===== src/rtl/axi4s_pkg.sv =====
// Shared types and helpers for the AXI4-Stream generator/checker pair.
package axi4s_pkg;

   typedef enum logic {SEED = 1'b0, CHECK = 1'b1} state_e;

   // Fibonacci feedback taps 16,14,13,11 as a mask over state bits [15:0]
   localparam logic [15:0] LFSR_TAPS         = 16'hB400;
   localparam logic [15:0] LFSR_DEFAULT_SEED = 16'hACE1;

   function automatic logic [31:0] sat_inc32(input logic [31:0] v);
      return (v == 32'hFFFF_FFFF) ? v : v + 32'd1;
   endfunction

endpackage


===== src/rtl/axi4s_lfsr16.sv =====
// 16-bit Fibonacci LFSR, shifting left with the feedback bit entering at bit 0.
module axi4s_lfsr16
   import axi4s_pkg::*;
#(
   parameter logic [15:0] SEED = LFSR_DEFAULT_SEED
) (
   input  logic        ACLK,
   input  logic        RSTN,
   input  logic        en_i,
   output logic [15:0] state_o
);
   logic [15:0] lfsr_q, lfsr_d;

   always_comb begin
      lfsr_d = lfsr_q;
      if (en_i) lfsr_d = {lfsr_q[14:0], ^(lfsr_q & LFSR_TAPS)};
   end

   always_ff @(posedge ACLK or negedge RSTN) begin
      if (!RSTN) lfsr_q <= SEED;
      else       lfsr_q <= lfsr_d;
   end

   assign state_o = lfsr_q;
endmodule


===== config.mk =====
export PLATFORM = sky130hd
export DESIGN_NAME = axi4s_lfsr16
export DESIGN_NICKNAME = d
export VERILOG_FILES = /design/src/rtl/axi4s_pkg.sv /design/src/rtl/axi4s_lfsr16.sv
export SDC_FILE = /design/constraint.sdc
export NUM_CORES = 1
export LEC_CHECK = 0
export CAP_MARGIN = 20
export CORE_AREA = 2 2 55 57
export DETAILED_ROUTE_END_ITERATION = 7
export DIE_AREA = 0 0 57 59
export PLACE_DENSITY = 0.45
export SYNTH_ARGS = -nofsm -noshare
export SYNTH_HDL_FRONTEND = slang
export SYNTH_SLANG_ARGS = --single-unit
export TNS_END_PERCENT = 5

===== constraint.sdc =====
create_clock -name ACLK -period 1.6 [get_ports ACLK]
set_input_delay 0.16 -clock ACLK [delete_from_list [all_inputs] [get_ports ACLK]]
set_output_delay 0.16 -clock ACLK [all_outputs]
set_load 0.005 [all_outputs]

==> results of run 1 <==
==> layout by cell type (no fill, tap or decap) <==
master,Yosys,layout
a21oi_1,1,1
buf_12,1,1
buf_4,0,1
clkbuf_4,0,3
clkbuf_8,0,1
clkdlybuf4s50_1,0,18
dfrtp_1,8,8
dfstp_2,8,8
mux2_2,7,7
mux2_4,8,8
nor2_1,1,1
xnor2_1,3,3
==> power by group <==
part / total (W) / internal (W) / switching (W)
logic: 0.000833 / 0.000627 / 0.000205
clock network: 0.000267 / 0.000138 / 0.000128
registers: 0.000875 / 0.000690 / 0.000185
total: 0.00197 / 0.00146 / 0.000518
==> per-stage QoR <==
step	instance area [um2]	util [%]	hold WS (ps)	cells
2_1_floorplan	675.6	-	-135.6	38
3_5_place_dp	890.9	32.87	490.9	87
3_3_place_gp	890.9	32.87	495.3	87
4_1_cts	927.1	34.21	182.3	91
6_report	927.1	34.21	181.4	91
5_1_grt	927.1	34.21	193.9	91
==> routing by layer <==
metal	global-route usage, %	wire (um)	vias up
met1	8.642	520	181
met5	0	0	-
li1	-	-	175
met2	11.49	493	13
met4	3.987	27	0
met3	3.930	72	2
==> layout make-up <==
cell class                      instances  area, um2
Fill cell                             274       1783
Sequential cell                        16      410.4
Multi-Input combinational cell         20      234.0
Timing Repair Buffer                   20      207.7
Tap cell                               31      38.79
Clock buffer                            4      36.28
==> final timing paths <==
check	end	slack, ps	cells after the start
setup / recovery	state_o[10]	70	1
hold / removal	state_o[12]	180	2
setup reg to reg	state_o[0]	570	3
hold reg to reg	state_o[0]	510	2
max in group asynchronous	state_o[5]	1160	2
min in group ACLK	state_o[0]	510	2
==> cell families after synthesis <==
kind of cell / Yosys count / share of synthesized area (%)
XOR/XNOR: 3 / 3.890
AND/OR/NAND/NOR: 1 / 0.5550
buffers and inverters: 2 / 4.630
flip-flops: 16 / 60.74
AO/OA/AOI/OAI: 1 / 0.7400
multiplexers: 15 / 29.45
==> results.txt, run 1 <==
Via count -> 371
Commonest cells in the netlist -> dfrtp_1, dfstp_2, mux2_4, mux2_2, xnor2_1
Post-synthesis cell area -> 675.6 um2
Vias in the first global route -> 407
Crit path largest cell delay -> 580 ps
Crit path DAT -> 1370 ps
PortBufs -> 18
Largest net degree at the start of global routing -> 18
Async SR Flop Fraction -> 100.0%
Crit-path cells -> clkdlybuf4s50_1
Seq/Total Area, Yosys -> 60.74%
Largest register FFs -> 16
CTS Hold Bufs -> 0
Clock tree buffer depth -> 2
DP HPWL -> 756.5 um
CTS tree -> done
Pleak -> 0.3841 nW
Final WS setup -> 68.06 ps
RSZ-0062 raised after global routing -> false
Post-CTS sizing -> 0
Starting Density -> 24.93%
Net Count, Synth -> 41
Final Hold Vio Count -> 0
MaxCap Viol Count -> 0
Maximum net fanout on the critical path -> 4
Setup TNS -> 0 ps
Synth unique cells -> 9
First-pass GRT wire length -> 1863 um
DRC -> 0
Worst-Skew Late Latency -> 280 ps
FF+latch count, synth -> 16
Gpl congestion -> 0.5818
CP startpoint -> state_o[10]
Fmax achieved -> 652.8 MHz
Area Overhead vs Synth -> 37.22%
Setup bufs post-CTS -> 0
Worst r2r src -> state_o[10]
Outcome -> finished, final reports clean
Critical path's slowest cell -> dfstp_2
Hold Path Class -> in -> async
Cell Rows -> 19
GR Overflow Total -> 0
Die Span Y -> 59 um
Worst slew margin -> 86.66%
Synth area leaders -> dfstp_2, dfrtp_1, mux2_4, mux2_2, xnor2_1
Slew Limit Fails -> 0
ANT cells -> 0
Share of the synthesized area in the top cell type -> 31.11%
EDFF count, synth -> 0
Final worst-path cycle share -> 95.75%
CP top delay family -> flip-flops
VDD IR max -> 0.0007834 V
GRT Util Overall -> 7.546%
Io pins -> 19
Total power -> 0.001974 W
Slew of the pin with the lowest slew margin -> 200.1 ps
Syn avg cell area -> 17.78 um2
TritonCTS Buffers -> 3
CP Capture Type -> output port
Core area -> 2710 um2
# H-tree levels -> 1
Clock sink count -> 16
Startpoint types -> flip-flop
Crit path buf inv count -> 1
Period minus WS final -> 1532 ps
Wirelength per Cell -> 12.24 um
Skew final -> 9.591 ps
Pre-CTS WS -> 291.2 ps
Most used DFF post-synth -> dfstp_2
Total routed wirelength -> 1114 um
Initial DRC Count -> 4
DRT Pass-1 Iters -> 4
ANT nets after route -> 0
Final nets -> 64
Clk slew on worst S/H paths -> 100 ps
Worst path required time -> 1440 ps
Yosys Warn Count -> 0
Pwr per Cell Area -> 2130 nW/um2
Synth area leader -> dfstp_2
Root Driver -> clkbuf_4
Die width -> 57 um
Share of post-route cells with drive strength above 1 -> 48.33%
DR vias/cell -> 4.077
Synth Instances -> 38
Setup CP Type -> reg -> out
Final setup viols -> 0
Initial antenna violation count -> 0
Die area -> 3363 um2
(Power assumes the default switching activity.)
==> run 2: changes to the inputs <==
--- a/config.mk
+++ b/config.mk
@@ -5,11 +5,13 @@
 export SDC_FILE = /design/constraint.sdc
 export NUM_CORES = 1
 export LEC_CHECK = 0
+export ABC_AREA = 1
 export CAP_MARGIN = 20
-export CORE_AREA = 2 2 55 57
+export CORE_AREA = 2 2 57 59
 export DETAILED_ROUTE_END_ITERATION = 7
-export DIE_AREA = 0 0 57 59
-export PLACE_DENSITY = 0.45
+export DIE_AREA = 0 0 59 61
+export PLACE_DENSITY = 0.43
+export RECOVER_POWER = 50
 export SYNTH_ARGS = -nofsm -noshare
 export SYNTH_HDL_FRONTEND = slang
 export SYNTH_SLANG_ARGS = --single-unit
==> results.txt, run 2 <==
Synth Instances -> 76 (was 38)
Met3 usage -> 4.051% (was 3.930%)
Clk slew on worst S/H paths -> 90 ps (was 100 ps)
Die Span Y -> 61 um (was 59 um)
Final WS setup -> 99.97 ps (was 68.06 ps)
Switch Pwr -> 0.0003172 W (was 0.0005185 W)
Share of post-route cells with drive strength above 1 -> 17.71% (was 48.33%)
CP top delay family -> flip-flops (unchanged)
CP Capture Type -> output port (unchanged)
GR Layer Usage met1 -> 12.01% (was 8.642%)
Pwr per Cell Area -> 1215 nW/um2 (was 2130 nW/um2)
Die width -> 59 um (was 57 um)
Initial antenna violation count -> 0 (unchanged)
First-pass GRT wire length -> 2283 um (was 1863 um)
Skew final -> 5.639 ps (was 9.591 ps)
Final Hold Vio Count -> 0 (unchanged)
MaxCap Viol Count -> 0 (unchanged)
Io pins -> 19 (unchanged)
Outcome -> finished, final reports clean (unchanged)
Async SR Flop Fraction -> 100.0% (unchanged)
GRT Util Overall -> 8.680% (was 7.546%)
Via count -> 503 (was 371)
Crit path buf inv count -> 1 (unchanged)
Critical path's slowest cell -> dfstp_2 (unchanged)
Largest register FFs -> 16 (unchanged)
Xor/xnor share of the synthesized area -> 0% (was 3.889%)
Synth area leader -> dfstp_2 (unchanged)
Switching portion of total power -> 28.43% (was 26.26%)
Most used DFF post-synth -> dfstp_2 (unchanged)
ANT cells -> 0 (unchanged)
Setup TNS -> 0 ps (unchanged)
Worst path required time -> 1440 ps (about the same)
CTS Hold Bufs -> 0 (unchanged)
Final setup viols -> 0 (unchanged)
Worst slew margin -> 42.76% (was 86.66%)
Root Driver -> clkbuf_4 (unchanged)
Largest family of logic cells by synthesized area -> simple AND/OR/NAND/NOR gates (was multiplexers)
Hold Path Class -> in -> async (unchanged)
ANT nets after route -> 0 (unchanged)
Post-CTS sizing -> 0 (unchanged)
Pre-CTS WS -> 409.7 ps (was 291.2 ps)
GRT Max-Usage Layer -> met2 (unchanged)
Setup bufs post-CTS -> 0 (unchanged)
GR Overflow Total -> 0 (unchanged)
Worst-Skew Late Latency -> 280 ps (about the same)
Maximum net fanout on the critical path -> 3 (was 4)
Synth Area in Adders -> 0% (unchanged)
Worst r2r src -> state_o[10] (unchanged)
DRT Pass-1 Iters -> 3 (was 4)
Synth area leaders -> dfstp_2, dfrtp_1, nand2_1, o21ai_2, o21ai_0 (was dfstp_2, dfrtp_1, mux2_4, mux2_2, xnor2_1)
Share of the synthesized area in the top cell type -> 29.63% (was 31.11%)
DP HPWL -> 948.5 um (was 756.5 um)
Clock sink count -> 16 (unchanged)
Gpl congestion -> 0.6849 (was 0.5818)
Int Pwr -> 0.0007985 W (was 0.001456 W)
Crit path DAT -> 1340 ps (was 1370 ps)
EDFF count, synth -> 0 (unchanged)
Area Overhead vs Synth -> 29.45% (was 37.22%)
Synth unique cells -> 12 (was 9)
Fmax achieved -> 666.7 MHz (was 652.8 MHz)
Reg power frac -> 52.0% (was 44.3%)
Vias in the first global route -> 491 (was 407)
Multiplexer share of the synthesized area -> 0% (was 29.44%)
CTS tree -> done (unchanged)
FF+latch count, synth -> 16 (unchanged)
# fillers -> 320 (was 274)
Gate power share -> 30.0% (was 42.2%)
Total routed wirelength -> 1290 um (was 1114 um)
Clock tree buffer depth -> 2 (unchanged)
Net Count, Synth -> 79 (was 41)
PortBufs -> 18 (unchanged)
Die area -> 3599 um2 (was 3363 um2)
Final nets -> 101 (was 64)
Largest net degree at the start of global routing -> 20 (was 18)
DRC -> 0 (unchanged)
Yosys Warn Count -> 0 (unchanged)
DR vias/cell -> 3.899 (was 4.077)
Setup CP Type -> reg -> out (unchanged)
Synth Area in Simple Gates -> 17.64% (was 0.5556%)
Commonest cells in the netlist -> nand2_1, inv_1, dfrtp_1, dfstp_2, o21ai_0 (was dfrtp_1, dfstp_2, mux2_4, mux2_2, xnor2_1)
R2R Path End -> state_o[0] (unchanged)
Commonest non-fill, non-tap cell in the layout -> nand2_1 (was clkdlybuf4s50_1)
Wirelength per Cell -> 10.00 um (was 12.24 um)
Post-synthesis cell area -> 709.4 um2 (was 675.6 um2)
Initial DRC Count -> 15 (was 4)
# H-tree levels -> 1 (unchanged)
Period minus WS final -> 1500 ps (was 1532 ps)
Crit path largest cell delay -> 560 ps (was 580 ps)
Reg-to-reg slack, setup -> 540 ps (was 570 ps)
Cell Rows -> 20 (was 19)
Syn avg cell area -> 9.335 um2 (was 17.78 um2)
Slew of the pin with the lowest slew margin -> 858.5 ps (was 200.1 ps)
Pleak -> 0.3982 nW (was 0.3841 nW)
Clk pwr share -> 18.1% (was 13.5%)
TritonCTS Buffers -> 3 (unchanged)
Startpoint types -> flip-flop (unchanged)
Top-count cell post-synth -> nand2_1
VDD IR max -> 0.0005294 V (was 0.0007834 V)
Crit-path cells -> clkdlybuf4s50_1 (unchanged)
Slew Limit Fails -> 0 (unchanged)
Seq/Total Area, Yosys -> 57.85% (was 60.74%)
Starting Density -> 24.03% (was 24.93%)
Final worst-path cycle share -> 93.75% (was 95.75%)
R2R depth -> 6 (was 3)
RSZ-0062 raised after global routing -> false (unchanged)
Most frequent cells in the layout -> nand2_1, clkdlybuf4s50_1, inv_1 (was clkdlybuf4s50_1, mux2_4, dfstp_2, dfrtp_1, mux2_2)
GR met2 Demand/Resource -> 12.38% (was 11.49%)
Compound-gate portion of the synthesized area -> 12.52% (was 0.7407%)
Core area -> 2953 um2 (was 2710 um2)
[run 2: metal layers]
layer  part of all wire [%]  vias up
met2                     41       12
li1                       -      274
met1                     52      215
met5                      0        -
met4                    1.1        0
met3                    5.5        2
[run 2: worst max path at each step]
stage | start | end | slack, ps | cells past startpoint
4_1_cts | state_o[0] | state_o[0] | 80 | 1
3_3_place_gp | state_o[0] | state_o[0] | 410 | 1
2_1_floorplan | state_o[10] | state_o[0] | 680 | 6
6_report | state_o[0] | state_o[0] | 100 | 1
3_5_place_dp | en_i | state_o[14] | 410 | 5
5_1_grt | state_o[10] | state_o[10] | 40 | 1
[run 2: power groups by stage]
stage	clock (W)	combinational (W)	sequential [W]
after floorplan	0	0.000140	0.000587
after CTS	0.000216	0.000347	0.000581
after global placement	0	0.000347	0.000589
after detailed placement	0	0.000343	0.000586
after global routing	0.000240	0.000379	0.000595
final	0.000201	0.000335	0.000580
[run 2: kinds of logic (layout without fill, tap and decap cells)]
kind of cell	count (synthesis)	in the layout
AND/OR/NAND/NOR	33	33
flip-flops	16	16
AO/OA/AOI/OAI	14	14
buffers and inverters	13	33
[run 2: final cells by class]
class	instances	area, um2	share of cell area [%]
clock buffer	3	22.52	2.452
inverter	10	42.54	4.632
multi-input combinational	47	214.0	23.30
sequential	16	410.4	44.69
tap	33	41.29	4.496
timing repair buffer	20	187.7	20.44
[run 2: metrics by stage]
| step | hold WS (ps) | std cells | total power [W] | instance area, um2 | util (%) |
|---|---|---|---|---|---|
| CTS | 188.1 | 129 | 0.001144 | 925.9 | 31.36 |
| floorplan | -135.6 | 76 | 0.0007274 | 709.4 | - |
| detailed placement | 473.4 | 126 | 0.0009294 | 903.4 | 30.59 |
| global placement | 478.6 | 126 | 0.0009358 | 903.4 | 30.59 |
| global route | 505.9 | 129 | 0.001214 | 918.4 | 31.10 |
| finish | 489.1 | 129 | 0.001116 | 918.4 | 31.10 |
